$ cat config.mk
export PLATFORM = sky130hd
export DESIGN_NAME = serdes_link_ctrl
export DESIGN_NICKNAME = d
export VERILOG_FILES = /design/src/rtl/serdes_pkg.sv /design/src/rtl/serdes_err_monitor.sv /design/src/rtl/serdes_link_ctrl.sv
export SDC_FILE = /design/constraint.sdc
export NUM_CORES = 1
export LEC_CHECK = 0
export CAP_MARGIN = 25
export CORE_MARGIN = 2
export CORE_UTILIZATION = 52
export DETAILED_ROUTE_END_ITERATION = 6
export HOLD_SLACK_MARGIN = 0.15
export PLACE_DENSITY = 0.75
export RECOVER_POWER = 50
export SKIP_CTS_REPAIR_TIMING = 1
export SYNTH_ARGS = -nofsm -noshare
export SYNTH_HDL_FRONTEND = slang
export SYNTH_HIERARCHICAL = 1
export SYNTH_SLANG_ARGS = --single-unit
$ cat constraint.sdc
create_clock -name clk -period 2.21 [get_ports clk]
set_input_delay 0.3315 -clock clk [delete_from_list [all_inputs] [get_ports clk]]
set_output_delay 0.3315 -clock clk [all_outputs]
set_load 0.02 [all_outputs]
$ cat src/rtl/serdes_pkg.sv
// Shared types for the deserializer link-training controller.
// Debug/CSR state encoding and word width of the 1-bit->10-bit deserializer.
package serdes_pkg;

  localparam int WORD_W = 10;

  typedef enum logic [2:0] {
    IDLE   = 3'd0,
    RST    = 3'd1,
    ALIGN  = 3'd2,
    SETTLE = 3'd3,
    LOCKED = 3'd4,
    FAIL   = 3'd5
  } ctrl_state_e;

endpackage

$ cat src/rtl/serdes_err_monitor.sv
// Symbol-error monitor: counts errored words per fixed-size word window.
// Latency: lost is combinational on the word that reaches the threshold.
// Backpressure: none; every word_stb is consumed, clr holds counters at zero.
module serdes_err_monitor #(
  parameter int ERR_WIN    = 64,
  parameter int ERR_THRESH = 4
) (
  input  logic clk,
  input  logic rst,
  input  logic clr,
  input  logic word_stb,
  input  logic sym_err,
  output logic lost
);

  localparam int WW = $clog2(ERR_WIN) + 1;
  localparam int EW = $clog2(ERR_THRESH) + 1;

  logic [WW-1:0] win_cnt;
  logic [EW-1:0] err_cnt;
  logic [EW-1:0] err_inc;
  logic          win_last;

  // The error on the closing word of a window is counted before the window clears.
  assign err_inc  = err_cnt + EW'(sym_err);
  assign win_last = (win_cnt == WW'(ERR_WIN - 1));
  assign lost     = !clr && word_stb && sym_err && (err_inc == EW'(ERR_THRESH));

  always_ff @(posedge clk or posedge rst) begin
    if (rst) begin
      win_cnt <= '0;
      err_cnt <= '0;
    end else if (clr) begin
      win_cnt <= '0;
      err_cnt <= '0;
    end else if (word_stb) begin
      if (win_last) begin
        win_cnt <= '0;
        err_cnt <= '0;
      end else begin
        win_cnt <= win_cnt + WW'(1);
        err_cnt <= err_inc;
      end
    end
  end

endmodule

$ cat src/rtl/serdes_link_ctrl.sv
// Link-training controller: reset/enable the deserializer, align, settle, lock, monitor.
// Latency: every output is a flop loaded from next-state decode (one edge after the cause).
// Backpressure: none; start is only honoured in IDLE/FAIL, stop aborts from anywhere.
module serdes_link_ctrl
  import serdes_pkg::*;
#(
  parameter int RST_CYC      = 8,
  parameter int ALIGN_TO     = 4096,
  parameter int MAX_RETRY    = 3,
  parameter int SETTLE_WORDS = 2,
  parameter int ERR_WIN      = 64,
  parameter int ERR_THRESH   = 4
) (
  input  logic                           clk,
  input  logic                           rst,
  input  logic                           start,
  input  logic                           stop,
  input  logic                           des_bit_align_done,
  input  logic                           word_stb,
  input  logic                           sym_err,
  output logic                           des_rst_n,
  output logic                           des_enable,
  output logic                           link_up,
  output logic                           train_fail,
  output logic [$clog2(MAX_RETRY+1)-1:0] retry_cnt,
  output ctrl_state_e                    state
);

  localparam int RW   = $clog2(MAX_RETRY + 1);
  localparam int RC_W = $clog2(RST_CYC) + 1;
  localparam int TM_W = $clog2(ALIGN_TO) + 1;
  localparam int SW_W = $clog2(SETTLE_WORDS) + 1;

  ctrl_state_e   state_nx;
  logic [RC_W-1:0] rst_cnt, rst_cnt_nx;
  logic [TM_W-1:0] timer, timer_nx;
  logic [SW_W-1:0] wcnt, wcnt_nx;
  logic [RW-1:0]   retry_nx;
  logic            timeout;
  logic            run_nx;
  logic            lost;

  serdes_err_monitor #(
    .ERR_WIN   (ERR_WIN),
    .ERR_THRESH(ERR_THRESH)
  ) u_err_mon (
    .clk     (clk),
    .rst     (rst),
    .clr     (state != LOCKED),
    .word_stb(word_stb),
    .sym_err (sym_err),
    .lost    (lost)
  );

  // ALIGN and SETTLE share one budget; >= keeps an alignment on the last cycle from wrapping.
  assign timeout = (timer >= TM_W'(ALIGN_TO - 1));
  assign run_nx  = (state_nx == ALIGN) || (state_nx == SETTLE) || (state_nx == LOCKED);

  always_comb begin
    state_nx   = state;
    rst_cnt_nx = rst_cnt;
    timer_nx   = timer;
    wcnt_nx    = wcnt;
    retry_nx   = retry_cnt;
    if (stop) begin
      state_nx = IDLE;
    end else begin
      unique case (state)
        IDLE, FAIL: begin
          if (start) begin
            state_nx   = RST;
            rst_cnt_nx = '0;
            retry_nx   = '0;
          end
        end
        RST: begin
          if (rst_cnt == RC_W'(RST_CYC - 1)) begin
            state_nx = ALIGN;
            timer_nx = '0;
          end else begin
            rst_cnt_nx = rst_cnt + RC_W'(1);
          end
        end
        ALIGN, SETTLE: begin
          timer_nx = timer + TM_W'(1);
          if (state == ALIGN && des_bit_align_done) begin
            state_nx = SETTLE;
            wcnt_nx  = '0;
          end else if (state == SETTLE && word_stb && wcnt == SW_W'(SETTLE_WORDS - 1)) begin
            state_nx = LOCKED;
            retry_nx = '0;
          end else begin
            if (state == SETTLE && word_stb) wcnt_nx = wcnt + SW_W'(1);
            if (timeout) begin
              if (retry_cnt == RW'(MAX_RETRY)) begin
                state_nx = FAIL;
              end else begin
                state_nx   = RST;
                rst_cnt_nx = '0;
                retry_nx   = retry_cnt + RW'(1);
              end
            end
          end
        end
        LOCKED: begin
          retry_nx = '0;
          if (lost) begin
            state_nx   = RST;
            rst_cnt_nx = '0;
          end
        end
        default: state_nx = IDLE;
      endcase
    end
  end

  always_ff @(posedge clk or posedge rst) begin
    if (rst) begin
      state      <= IDLE;
      rst_cnt    <= '0;
      timer      <= '0;
      wcnt       <= '0;
      retry_cnt  <= '0;
      des_rst_n  <= 1'b0;
      des_enable <= 1'b0;
      link_up    <= 1'b0;
      train_fail <= 1'b0;
    end else begin
      state      <= state_nx;
      rst_cnt    <= rst_cnt_nx;
      timer      <= timer_nx;
      wcnt       <= wcnt_nx;
      retry_cnt  <= retry_nx;
      des_rst_n  <= run_nx;
      des_enable <= run_nx;
      link_up    <= (state_nx == LOCKED);
      train_fail <= (state_nx == FAIL);
    end
  end

endmodule

==> parameters.txt <==
Parameter                              Value

Routing
  Detail Route Antenna Nets    0
  DRC    0
  Total length of routed wires    4510 µm
  Vias per Instance    5.79
  Total via count in the routed design    1824
  Mean routed wirelength per cell    14.3 µm
  Violation count after the first detailed-routing iteration    145
  Detailed Routing Iterations Pass 1    4

Global route
  Layer with the highest usage after global routing    met2
  Pin count of the biggest net entering global routing    28
  GR Overflow Total    0
  GRT met1 Usage    0.300
  Initial antenna violation count    0
  First-pass GRT wire length    7400 µm
  Global-route total usage across every layer    0.212
  Global routing met3 resource utilization    0.0510
  Vias in the first global route    1633
  Met2 capacity usage during global routing    0.328

Worst setup path
  Largest delay share family, worst path    simple AND/OR/NAND/NOR gates
  Setup slack, reg-to-reg    0.006 ns
  Nature of the critical path endpoint    flop
  Type of the setup path with the least slack    reg2reg
  Count of buffer and inverter cells on the critical path    0
  Maximum fanout count along the critical path    4
  Highest cell delay on the worst timing path    0.49 ns
  Critical path startpoint category    flop
  Origin of the critical flop-to-flop path    u_err_mon/err_cnt[0]
  Worst-case reg-to-reg path depth    9
  Critical path cell sequence    ha_2, ha_4, xnor2_2, nor3_2, or4b_4, o221ai_2, a21oi_2, o21ai_2, mux2_4
  Critical-path top delay cell    sky130_fd_sc_hd__or4b_4
  Data required time of the critical path    2.38 ns
  Worst path arrival time    2.38 ns
  End of the worst register-to-register path    rst_cnt[0]

Timing
  Setup total negative slack    0 ns
  RSZ-0062 raised after global routing    true
  Crit share post-route    0.997
  Time the final worst path needs with I/O delays and setup    2.20 ns
  Clock Skews    0.00361 ns
  Number of failing setup endpoints in the final timing report    0
  Setup WS post-layout    0.00554 ns
  Final hold violations    0
  Final Max Tran Viols    0
  Measured slew at the worst slew-check pin    0.673 ns
  Worst relative slew slack    0.551
  Maximum clock frequency    454 MHz

Finish
  Area added between synthesis and finish    18.3%
  Number of nets at the end of the flow    278
  Post-layout instance count excluding filler cells    315
  Share of post-route cells with drive strength above 1    0.147
  Ant diodes    0
  Leading cell type in the layout, fill and taps excluded    sky130_fd_sc_hd__dfrtp_1
  Commonest cells after routing, fill and taps aside    sky130_fd_sc_hd__dfrtp_1 (36), sky130_fd_sc_hd__o21ai_0 (28), sky130_fd_sc_hd__nand2_1 (21)
  Final Cell Area    2540 µm²

Clock network
  H-Tree Level Count    2
  Clock tree from TritonCTS    yes
  Clock net sink count    37
  Clock tree root buffer cell    sky130_fd_sc_hd__clkbuf_8
  Buffer depth of the longest clock path    2
  TritonCTS buffer count    5
  Insertion delay of the later-clocked pin in the worst-skew pair    0.29 ns
  Clock slew at reported path FFs    0.07 ns

Logic synthesis
  Ys Warns    6
  Flops & latches, synth    37
  Avg Inst Size Synth    9.01 µm²
  Post-synth EDFFs    0
  Yosys cell types    53
  Sequential element share of the synthesized area    0.432
  Synthesized instance count    238
  Most used DFF post-synth    sky130_fd_sc_hd__dfrtp_1
  Synth Net Count    252
  Combined area of all synthesized cells    2140 µm²
  Share of async-settable or async-resettable flops after synthesis    1.00

Power and ir drop
  Net switching power    309 µW
  Combinational share of power    0.091
  Proportion of power drawn by the clock network    0.351
  Part of the total power dissipated in sequential elements    0.558
  Power per cell area    505 nW/µm²
  Sw Share    0.241
  Leak    0.00112 µW
  Post-layout power    1280 µW
  Internal power of the cells    973 µW
  Highest ir drop seen on vdd    0.000311 V

Worst hold path
  Path category of the worst min-delay check    in2async

Placement
  Placed Instance Area    2410 µm²
  Minimum setup slack after placement    -0.497 ns
  Post-detail-place hpwl    3180 µm
  Port-buffer cells    15
  Gpl congestion    0.846
  Total instance count after detailed placement    306

Floorplanning
  Horiz. Die Dim    68.2 µm
  Vert. Die Dim    68.2 µm
  CORE AREA    3970 µm²
  I/O pin count    16
  Number of standard-cell rows in the floorplan    23
  Overall die area    4650 µm²
  Initial Utilization    0.540

Status
  Status    completed

Run
  Maximum capacitance violations    0
worst max-delay path by stage:
| stage | to | slack (ns) | depth (start not counted) | start |
|---|---|---|---|---|
| 6_report | rst_cnt[0] | 0.006 | 9 | u_err_mon/err_cnt[0] |
| 5_1_grt | rst_cnt[0] | -0.1 | 9 | u_err_mon/err_cnt[0] |
| 4_1_cts | rst_cnt[0] | -0.21 | 10 | sym_err |
| 3_5_place_dp | rst_cnt[0] | -0.50 | 10 | sym_err |
| 3_3_place_gp | rst_cnt[0] | -0.44 | 10 | sym_err |
| 2_1_floorplan | rst_cnt[0] | 0.01 | 11 | state[2] |
synth_stat cells, types with 3 or more instances:
cell	count	area, µm²
sky130_fd_sc_hd__nand4_1	7	43.8
sky130_fd_sc_hd__o21ai_0	28	140
sky130_fd_sc_hd__dfrtp_1	37	926
sky130_fd_sc_hd__nor2_1	20	75.1
sky130_fd_sc_hd__and2_1	4	25.0
sky130_fd_sc_hd__nand3_1	8	40.0
sky130_fd_sc_hd__nor3_1	3	15.0
sky130_fd_sc_hd__nand2b_1	8	50.1
sky130_fd_sc_hd__a31oi_1	5	31.3
sky130_fd_sc_hd__clkbuf_1	4	15.0
sky130_fd_sc_hd__inv_1	11	41.3
sky130_fd_sc_hd__and3_1	5	31.3
sky130_fd_sc_hd__a21oi_1	16	80.1
sky130_fd_sc_hd__nor2b_1	4	25.0
sky130_fd_sc_hd__ha_1	7	87.6
sky130_fd_sc_hd__buf_2	5	25.0
sky130_fd_sc_hd__o211ai_1	3	22.5
sky130_fd_sc_hd__nand2_1	21	78.8
per-layer routing:
metal / wire length (µm) / vias up / part of all wire
met4: 39 / 0 / 0.0086
met3: 197 / 5 / 0.044
met2: 2090 / 41 / 0.46
met5: 0 / - / 0
met1: 2190 / 857 / 0.48
li1: - / 921 / -
worst register-to-register path: cells and delay by family, from the launching register on:
family	cells	cell delay (ns)
AOI/OAI and AO/OA	3	0.28
muxes	1	0.32
and+or+nand+nor	2	0.57
DFF	1	0.39
xor gates and xnor gates	1	0.17
adders and majority gates	2	0.35
per-stage QoR:
| stage | hold WS [ns] | util |
|---|---|---|
| after global routing | 0.517 | 0.639 |
| after detailed placement | 0.472 | 0.607 |
| after floorplan | 0.172 | - |
| after CTS | 0.367 | 0.628 |
| after global placement | 0.463 | 0.607 |
| final | 0.486 | 0.639 |
logic make-up after synthesis:
kind of cell	synth area share
compound gates	0.226
xor+xnor	0.0123
fa+ha+maj	0.0408
buf+inv	0.0449
flops	0.432
mux	0.0169
simple gates	0.228
state kept, by name, summed over array words and instances, names as in the netlist:
name,count
state,3
train_fail,1
timer,13
link_up,1
u_err_mon/win_cnt,7
des_enable,1
wcnt,2
rst_cnt,4
retry_cnt,2
u_err_mon/err_cnt,3
layout make-up:
cell class,count,area [µm²]
clock buffers,8,80.1
fillers,329,1430
inverters,11,41.3
multi-input cells,179,1160
flip-flops and latches,37,927
well taps,50,62.6
repair buffers,30,263
power groups by stage:
| stage | logic (µW) | registers, µW | clock network, µW |
|---|---|---|---|
| 2_1_floorplan | 66.1 | 724 | 0 |
| 3_3_place_gp | 111 | 724 | 0 |
| 3_5_place_dp | 113 | 726 | 0 |
| 4_1_cts | 113 | 713 | 466 |
| 5_1_grt | 131 | 716 | 492 |
| 6_report | 117 | 714 | 450 |
No activity file was read; power rests on OpenSTA's default activity.
